<file path="config.mk">
export PLATFORM = sky130hd
export DESIGN_NAME = map_table
export DESIGN_NICKNAME = d
export VERILOG_FILES = /design/src/rtl/map_table.sv
export SDC_FILE = /design/constraint.sdc
export NUM_CORES = 2
export LEC_CHECK = 0
export ABC_CLOCK_PERIOD_IN_PS = 3860
export CORE_UTILIZATION = 30
export CTS_CLUSTER_SIZE = 10
export DETAILED_ROUTE_END_ITERATION = 10
export GPL_TIMING_DRIVEN = 0
export PLACE_DENSITY = 0.52
export SETUP_SLACK_MARGIN = 0.4
export SYNTH_ARGS = -nofsm -noshare
export SYNTH_HDL_FRONTEND = slang
export SYNTH_SLANG_ARGS = --single-unit
</file>
<file path="constraint.sdc">
create_clock -name clock -period 3.86 [get_ports clock]
set_input_delay 0.772 -clock clock [delete_from_list [all_inputs] [get_ports clock]]
set_output_delay 0.772 -clock clock [all_outputs]
set_load 0.01 [all_outputs]
</file>
<file path="src/rtl/map_table.sv">
// Two-wide register rename map: speculative {preg, ready} table with CDB wakeup,
// an architectural table updated at retire, and single-cycle rewind to architectural state.
module map_table #(
    parameter int NUM_AREGS = 32,
    parameter int NUM_PREGS = 64,
    parameter int PREG_W    = 6,
    parameter int AREG_W    = 5
) (
    input  logic                   clock,
    input  logic                   reset,
    input  logic [1:0]             rename_valid,
    input  logic [1:0][AREG_W-1:0] dest_areg,
    input  logic [1:0][AREG_W-1:0] src1_areg,
    input  logic [1:0][AREG_W-1:0] src2_areg,
    input  logic [1:0][PREG_W-1:0] new_preg,
    output logic [1:0][PREG_W-1:0] src1_preg,
    output logic [1:0][PREG_W-1:0] src2_preg,
    output logic [1:0]             src1_ready,
    output logic [1:0]             src2_ready,
    output logic [1:0][PREG_W-1:0] told_preg,
    input  logic                   cdb_valid,
    input  logic [PREG_W-1:0]      cdb_preg,
    input  logic [1:0]             retire_valid,
    input  logic [1:0][AREG_W-1:0] retire_areg,
    input  logic [1:0][PREG_W-1:0] retire_preg,
    input  logic                   rewind
);

    localparam logic [AREG_W-1:0] AREG_ZERO = {AREG_W{1'b0}};
    localparam logic [PREG_W-1:0] PREG_ZERO = {PREG_W{1'b0}};

    if ((NUM_AREGS > (1 << AREG_W)) || (NUM_PREGS > (1 << PREG_W)) || (NUM_AREGS > NUM_PREGS)) begin : g_bad_params
        $error("map_table: inconsistent table / tag width parameters");
    end

    logic [PREG_W-1:0] spec_preg_r [NUM_AREGS];
    logic              spec_rdy_r  [NUM_AREGS];
    logic [PREG_W-1:0] arch_preg_r [NUM_AREGS];
    logic [PREG_W-1:0] spec_preg_nxt_s [NUM_AREGS];
    logic              spec_rdy_nxt_s  [NUM_AREGS];
    logic [PREG_W-1:0] arch_preg_nxt_s [NUM_AREGS];
    logic [1:0]        wr_en_s;
    logic              fwd1_s;
    logic              fwd2_s;

    // Resolve one source: areg 0 is hardwired, then older-slot forward, then table with CDB bypass.
    function automatic logic [PREG_W:0] resolve_src(
        input logic [AREG_W-1:0] areg,
        input logic [PREG_W-1:0] tbl_preg,
        input logic              tbl_rdy,
        input logic              fwd,
        input logic [PREG_W-1:0] fwd_preg,
        input logic              cdb_v,
        input logic [PREG_W-1:0] cdb_p
    );
        logic [PREG_W:0] res;
        if (areg == AREG_ZERO) begin
            res = {PREG_ZERO, 1'b1};
        end else if (fwd) begin
            res = {fwd_preg, 1'b0};
        end else begin
            res = {tbl_preg, tbl_rdy | (cdb_v & (cdb_p == tbl_preg))};
        end
        return res;
    endfunction

    // Renames that actually allocate (areg 0 never does)
    always_comb begin
        for (int i = 0; i < 2; i++) begin
            wr_en_s[i] = rename_valid[i] & (dest_areg[i] != AREG_ZERO);
        end
    end

    // Source lookup for both slots
    always_comb begin
        fwd1_s = 1'b0;
        fwd2_s = 1'b0;
        for (int i = 0; i < 2; i++) begin
            fwd1_s = (i == 1) && wr_en_s[0] && (src1_areg[i] == dest_areg[0]);
            fwd2_s = (i == 1) && wr_en_s[0] && (src2_areg[i] == dest_areg[0]);
            {src1_preg[i], src1_ready[i]} = resolve_src(src1_areg[i], spec_preg_r[src1_areg[i]],
                spec_rdy_r[src1_areg[i]], fwd1_s, new_preg[0], cdb_valid, cdb_preg);
            {src2_preg[i], src2_ready[i]} = resolve_src(src2_areg[i], spec_preg_r[src2_areg[i]],
                spec_rdy_r[src2_areg[i]], fwd2_s, new_preg[0], cdb_valid, cdb_preg);
        end
    end

    // Previous mapping of each destination, seeing slot 0's rename from slot 1
    always_comb begin
        if (dest_areg[0] == AREG_ZERO) begin
            told_preg[0] = PREG_ZERO;
        end else begin
            told_preg[0] = spec_preg_r[dest_areg[0]];
        end
        if (dest_areg[1] == AREG_ZERO) begin
            told_preg[1] = PREG_ZERO;
        end else if (rename_valid[0] && (dest_areg[1] == dest_areg[0])) begin
            told_preg[1] = new_preg[0];
        end else begin
            told_preg[1] = spec_preg_r[dest_areg[1]];
        end
    end

    // Next-state for both tables; slot 1 beats slot 0, rename beats CDB wakeup
    always_comb begin
        for (int j = 0; j < NUM_AREGS; j++) begin
            if ((j != 0) && retire_valid[1] && (retire_areg[1] == AREG_W'(j))) begin
                arch_preg_nxt_s[j] = retire_preg[1];
            end else if ((j != 0) && retire_valid[0] && (retire_areg[0] == AREG_W'(j))) begin
                arch_preg_nxt_s[j] = retire_preg[0];
            end else begin
                arch_preg_nxt_s[j] = arch_preg_r[j];
            end

            if (rewind) begin
                spec_preg_nxt_s[j] = arch_preg_nxt_s[j];
                spec_rdy_nxt_s[j]  = 1'b1;
            end else if (wr_en_s[1] && (dest_areg[1] == AREG_W'(j))) begin
                spec_preg_nxt_s[j] = new_preg[1];
                spec_rdy_nxt_s[j]  = 1'b0;
            end else if (wr_en_s[0] && (dest_areg[0] == AREG_W'(j))) begin
                spec_preg_nxt_s[j] = new_preg[0];
                spec_rdy_nxt_s[j]  = 1'b0;
            end else begin
                spec_preg_nxt_s[j] = spec_preg_r[j];
                spec_rdy_nxt_s[j]  = spec_rdy_r[j] | (cdb_valid & (cdb_preg == spec_preg_r[j]));
            end
        end
    end

    // Table state: identity mapping on reset
    always_ff @(posedge clock) begin
        if (reset) begin
            for (int j = 0; j < NUM_AREGS; j++) begin
                spec_preg_r[j] <= PREG_W'(j);
                spec_rdy_r[j]  <= 1'b1;
                arch_preg_r[j] <= PREG_W'(j);
            end
        end else begin
            for (int j = 0; j < NUM_AREGS; j++) begin
                spec_preg_r[j] <= spec_preg_nxt_s[j];
                spec_rdy_r[j]  <= spec_rdy_nxt_s[j];
                arch_preg_r[j] <= arch_preg_nxt_s[j];
            end
        end
    end

endmodule

</file>
# Word-level counts from Yosys, hierarchy flattened
# Memory sizes are Yosys's and may differ from the RTL's.
# Index checks and enable logic that the tools add are counted.
[word_totals]
output_inout_bits = 40
memories = 3
word_cells = 835
ram_bits = 416
register_bits = 0
latch_bits = 0
romBits = 0
[op_classes]
eq_ne = 163
bitwise = 170
n_shift = 0
n_reduce_logical = 137
multipliers = 0
add_sub_neg = 0
div_mod_pow = 0
n_lt_le_gt_ge = 0
muxes = 362
[mem_list]
columns = ["name", "depth", "word_bits", "read_ports", "rd_ports_with_merged_regs", "wr", "line_no", "text"]
rows = [
  ["arch_preg_r", 32, 6, 32, 0, 32, "38", "logic [PREG_W-1:0] arch_preg_r [NUM_AREGS];"],
  ["spec_preg_r", 32, 6, 38, 0, 32, "36", "logic [PREG_W-1:0] spec_preg_r [NUM_AREGS];"],
  ["spec_rdy_r", 32, 1, 36, 0, 32, "37", "logic spec_rdy_r [NUM_AREGS];"],
]
[ops]
columns = ["op", "n"]
rows = [
  ["$mux W6", 225],
  ["$eq A5 B5 Y1 const B", 64],
  ["$eq A6 B6 Y1", 36],
  ["$eq A5 B4 Y1 const B", 32],
  ["$or A1 B1 Y1", 132],
  ["$mux W1", 131],
  ["$logic_and A1 B1 Y1", 129],
  ["$eq A5 B3 Y1 const B", 16],
  ["$mux W7", 6],
  ["$eq A5 B2 Y1 const B", 8],
  ["$and A1 B1 Y1", 38],
  ["$logic_not A5 Y1", 6],
  ["$eq A5 B1 Y1 const B", 4],
  ["$eq A5 B5 Y1", 3],
  ["$reduce_bool A5 Y1", 2],
]

# Depth between registers and ports, before layout
[depth]
word_depth = 7
ltp_mapped = 12
ltp_nobuf = 7

# Least setup slack after synthesis
# Ideal clock, no wire load.
[synth_path]
kind = "input port to output port"
from = "input src1_areg[5] in the netlist's numbering"
to = "output src1_ready[1]"
slack_ns = 0.175
arrival_time_ns = 2.913
path_buffers = 3
stages = 9
required_ns = 3.088
cell_sequence = "buf_4 buf_2 buf_2 mux4_2 mux4_2 nand2_1 nand2_1 a21oi_1 o41ai_1"
[synth_via]
elab_chain_len = 6
elab_cells_between_ends = 10
cone_classes = "eq/ne (2); mux (2); bitwise (2); reduce/logical (2); memory (2)"
[synth_rtl]
columns = ["item", "line_no", "text"]
rows = [
  ["from (decl)", "13", "input logic [1:0][AREG_W-1:0] src1_areg,"],
  ["$mem_v2 Z32 W6", "-", ""],
  ["$eq A6 B6 Y1", "62", "res = {tbl_preg, tbl_rdy | (cdb_v & (cdb_p == tbl_preg))};"],
  ["$and A1 B1 Y1", "62", ""],
  ["$or A1 B1 Y1", "62", ""],
  ["$mux W7", "59", "end else if (fwd) begin"],
  ["$mux W7 (*)", "57", "if (areg == AREG_ZERO) begin"],
  ["to (decl)", "18", "output logic [1:0] src1_ready,"],
]
# Every way passes the cells marked *; elsewhere a longest branch is shown, timed or not.

==> results.ini <==
[detailed_routing]
routed_wl_um=226100
drt-initial-drc-count=5710
drtAntennaViolNets=0
vias=37170
remaining_drc_errors=0
firstDrtPassIters=8
via_per_inst=6.545
wl_per_cell_um=39.82

[global_route]
grt_max_degree=14
use_met1_pct=47.58
grt_usage_pct=37.93
grt_pass1_wl_um=300800
grt_busiest_layer=met2
grt_util_met3_pct=13.49
grt_pass1_vias=34372
met2_usage_pct=54.94
antenna_found_initial=16
overflow=0

[pwr]
swShare_pct=35.30
ir_drop_uv=325.9
p_int_uw=8130
cellPowerDensity_nw_per_um2=293.0
p_comb_share_pct=27.5
power_uw=12570
seq_power_share_pct=37.2
p_sw_uw=4436
clkPwrFrac_pct=35.2
cellLeakagePower_uw=0.01533

[cts]
cts_tree=yes
htree_levels=2
cts-root-buf=clkbuf_16
clock-sinks=410
clk_pin_slew_ns=0.06
cts_hold_buf=0
clockBufferDepth=3
clock_latency_ns=0.63
cts_made_buffers=49

[worst_setup_path]
worstSetupPathType=flop to output port
cp.depth=7
cp_common_cell=mux4_2
path_buf_inv=1
startpoint_type=flop
crit_path_end=src1_ready[1]
cp.required_ns=3.09
cp-end-kind=output port
slowest_delay_ns=0.63
cp_top_family=multiplexers
ff2ff_setup_slack_ns=2.14
reg2reg_to=spec_rdy_r[31]$_SDFF_PP1_
critical-path-slowest-cell=mux4_2
crit_start=spec_preg_r[9][0]$_SDFFE_PP1P_
arrival_ns=3.09
r2r-start=spec_preg_r[31][3]$_SDFFE_PP1P_
cp_max_fo=8
worstPathCellList=mux4_2 > mux4_2 > o22ai_4 > xor2_1 > nand2_1 > o41ai_2 > buf_2
reg2reg_depth=6

[logic_synthesis]
ys.flop_type=dfxtp_1
ys_ff_latch=410
synth-edff-count=0
avgSynthCellArea_sq_um=8.846
synthesis.nets=3914
syn_inst=3836
yosysSeqAreaShare_pct=24.19
yosysMostFrequentCell=nor2_1
ys_warn_count=0
async_reset_ff_share_pct=0
synth_area_sq_um=33940
ys_types=70
synth_top_cell_by_area=dfxtp_1
synth_area_leaders=dfxtp_1 (24%), mux4_2 (20%), mux2i_1 (11%), nor2_1 (4.7%), nand2_1 (3.8%)
synth.top_cell.area_share_pct=24.19
synth_commonest_cells=nor2_1 (421), dfxtp_1 (410), mux2i_1 (376)

[status]
status=finished with violations
failed_checks=setup timing

[timing]
max-slew-margin-rel_pct=11.59
rsz0062_at_grt=yes
fmax_mhz=258.9
tightest_slew_ns=1.315
period_minus_slack_ns=3.863
finalHoldViolations=0
setup_violations=1
drv_slew=0
skew_ns=0.01297
period_share_pct=100.1
timing.final.ws_setup_ns=-0.002554
tns_ns=-0.002554

[place]
dp_cells=5421
port_buffers=84
gp_congestion=1.063
hpwl_um=166800

[hold_path]
hold_path.class=flop to flop

[die]
fp.coreArea_sq_um=112300
ioPinCount=118
dieArea_sq_um=114500
rows=123
start_util_pct=30.21
die_w_um=338.3
die_h_um=338.3

[finish]
multi_input_area_sq_um=24920
nNetsFinal=4237
final_core_util_pct=38.18
final_layout_size_suffix_gt1_share_pct=28.36
stdcell_count=5679
num-fill-cells=11527
regArea_sq_um=8632
syn2layout_area_growth_pct=26.38

[job]
maxCapViolations=0

[worst min-delay path, cell delays in order (launching register included)]
cell and delay (ns):
dfxtp_1 0.30, nand2_1 0.05, a311oi_1 0.10
[worst min-delay path by stage]
stage                                       start                            end  slack (ns)  cells after the start
floorplan           arch_preg_r[0][60]$_SDFF_PP0_  arch_preg_r[0][60]$_SDFF_PP0_        0.46                      2
global placement    arch_preg_r[0][64]$_SDFF_PP0_  arch_preg_r[0][64]$_SDFF_PP0_        0.49                      2
detailed placement  arch_preg_r[0][64]$_SDFF_PP0_  arch_preg_r[0][64]$_SDFF_PP0_        0.49                      2
CTS                 arch_preg_r[0][64]$_SDFF_PP0_  arch_preg_r[0][64]$_SDFF_PP0_        0.51                      2
global route        arch_preg_r[0][64]$_SDFF_PP0_  arch_preg_r[0][64]$_SDFF_PP0_        0.54                      2
finish              arch_preg_r[0][64]$_SDFF_PP0_  arch_preg_r[0][64]$_SDFF_PP0_        0.51                      2
[flip-flops by register name, summed over array words and instances, names as in the netlist]
register and flops:
spec_preg_r 192, arch_preg_r 186, spec_rdy_r 32
[metrics by stage]
stage | setup WS [ns] | instance area (sq um) | hold slack [ns]
finish | -0.002554 | 42890 | 0.5067
global route | -0.04404 | 42880 | 0.5423
CTS | 0.04892 | 41790 | 0.5057
detailed placement | -2.278 | 36740 | 0.4932
global placement | -2.297 | 36740 | 0.4940
floorplan | 0.3355 | 34020 | 0.4644
[kinds of logic after synthesis]
kind of cell | count (synthesis) | share of synthesized area [%]
AO/OA/AOI/OAI | 834 | 16.02
flip-flops | 410 | 24.19
multiplexers | 692 | 31.65
AND/OR/NAND/NOR | 1226 | 16.76
buffers and inverters | 443 | 5.420
XOR/XNOR | 231 | 5.962
[placed cells by master, fill, tap and decap left out, drive strengths merged, types with 6 or more instances in the layout]
cell and n:
a211oi 91, clkbuf 365, nand3b 10, a22oi 42
a311oi 72, o31ai 8, inv 17, o221ai 11
diode 7, a21oi 204, nand2b 22, mux2 14
xor2 110, dlymetal6s2s 10, xnor2 121, nor4 37
a22o 48, o211ai 21, nor2b 62, mux4 302
mux2i 376, nand3 129, or4 6, or2 86
o22ai 18, o2bb2ai 9, nand2 346, dfxtp 410
o21ai 222, nor3 16, a211o 48, and2 17
clkdlybuf4s50 29, nand4 48, nor2 422, and3 10
buf 342
[final cells by class]
class / count / share of cell area, %
antenna: 7 / 0.04084
buffer: 425 / 7.343
clock buffer: 57 / 3.025
clock inverter: 7 / 0.2100
inverter: 17 / 0.1605
multi-input combinational: 2983 / 58.11
sequential: 410 / 20.13
tap: 1500 / 4.376
timing repair buffer: 273 / 6.605
[metal layers]
layer | routed length (um) | share of wire (%) | up-vias
met1 | 84100 | 37 | 18251
met5 | 253 | 0.11 | -
met3 | 30240 | 13 | 838
met2 | 92800 | 41 | 3186
li1 | - | - | 14879
met4 | 18730 | 8.3 | 16
[power by group through the flow]
stage	sequential (uW)	clock, uW	combinational [uW]
after floorplan	4540	0	1650
after global placement	4770	0	2750
after detailed placement	4770	0	2750
after CTS	4630	4430	3210
after global routing	4640	4580	3520
final	4680	4430	3460
[repair_timing]
item                       in CTS  in global routing
gates cloned                    8                  5
buffers inserted              132                 43
setup endpoints to repair      85                 84
pin swaps                      67                 50
resized for setup             942                204
No activity file was read; power rests on OpenSTA's default activity.
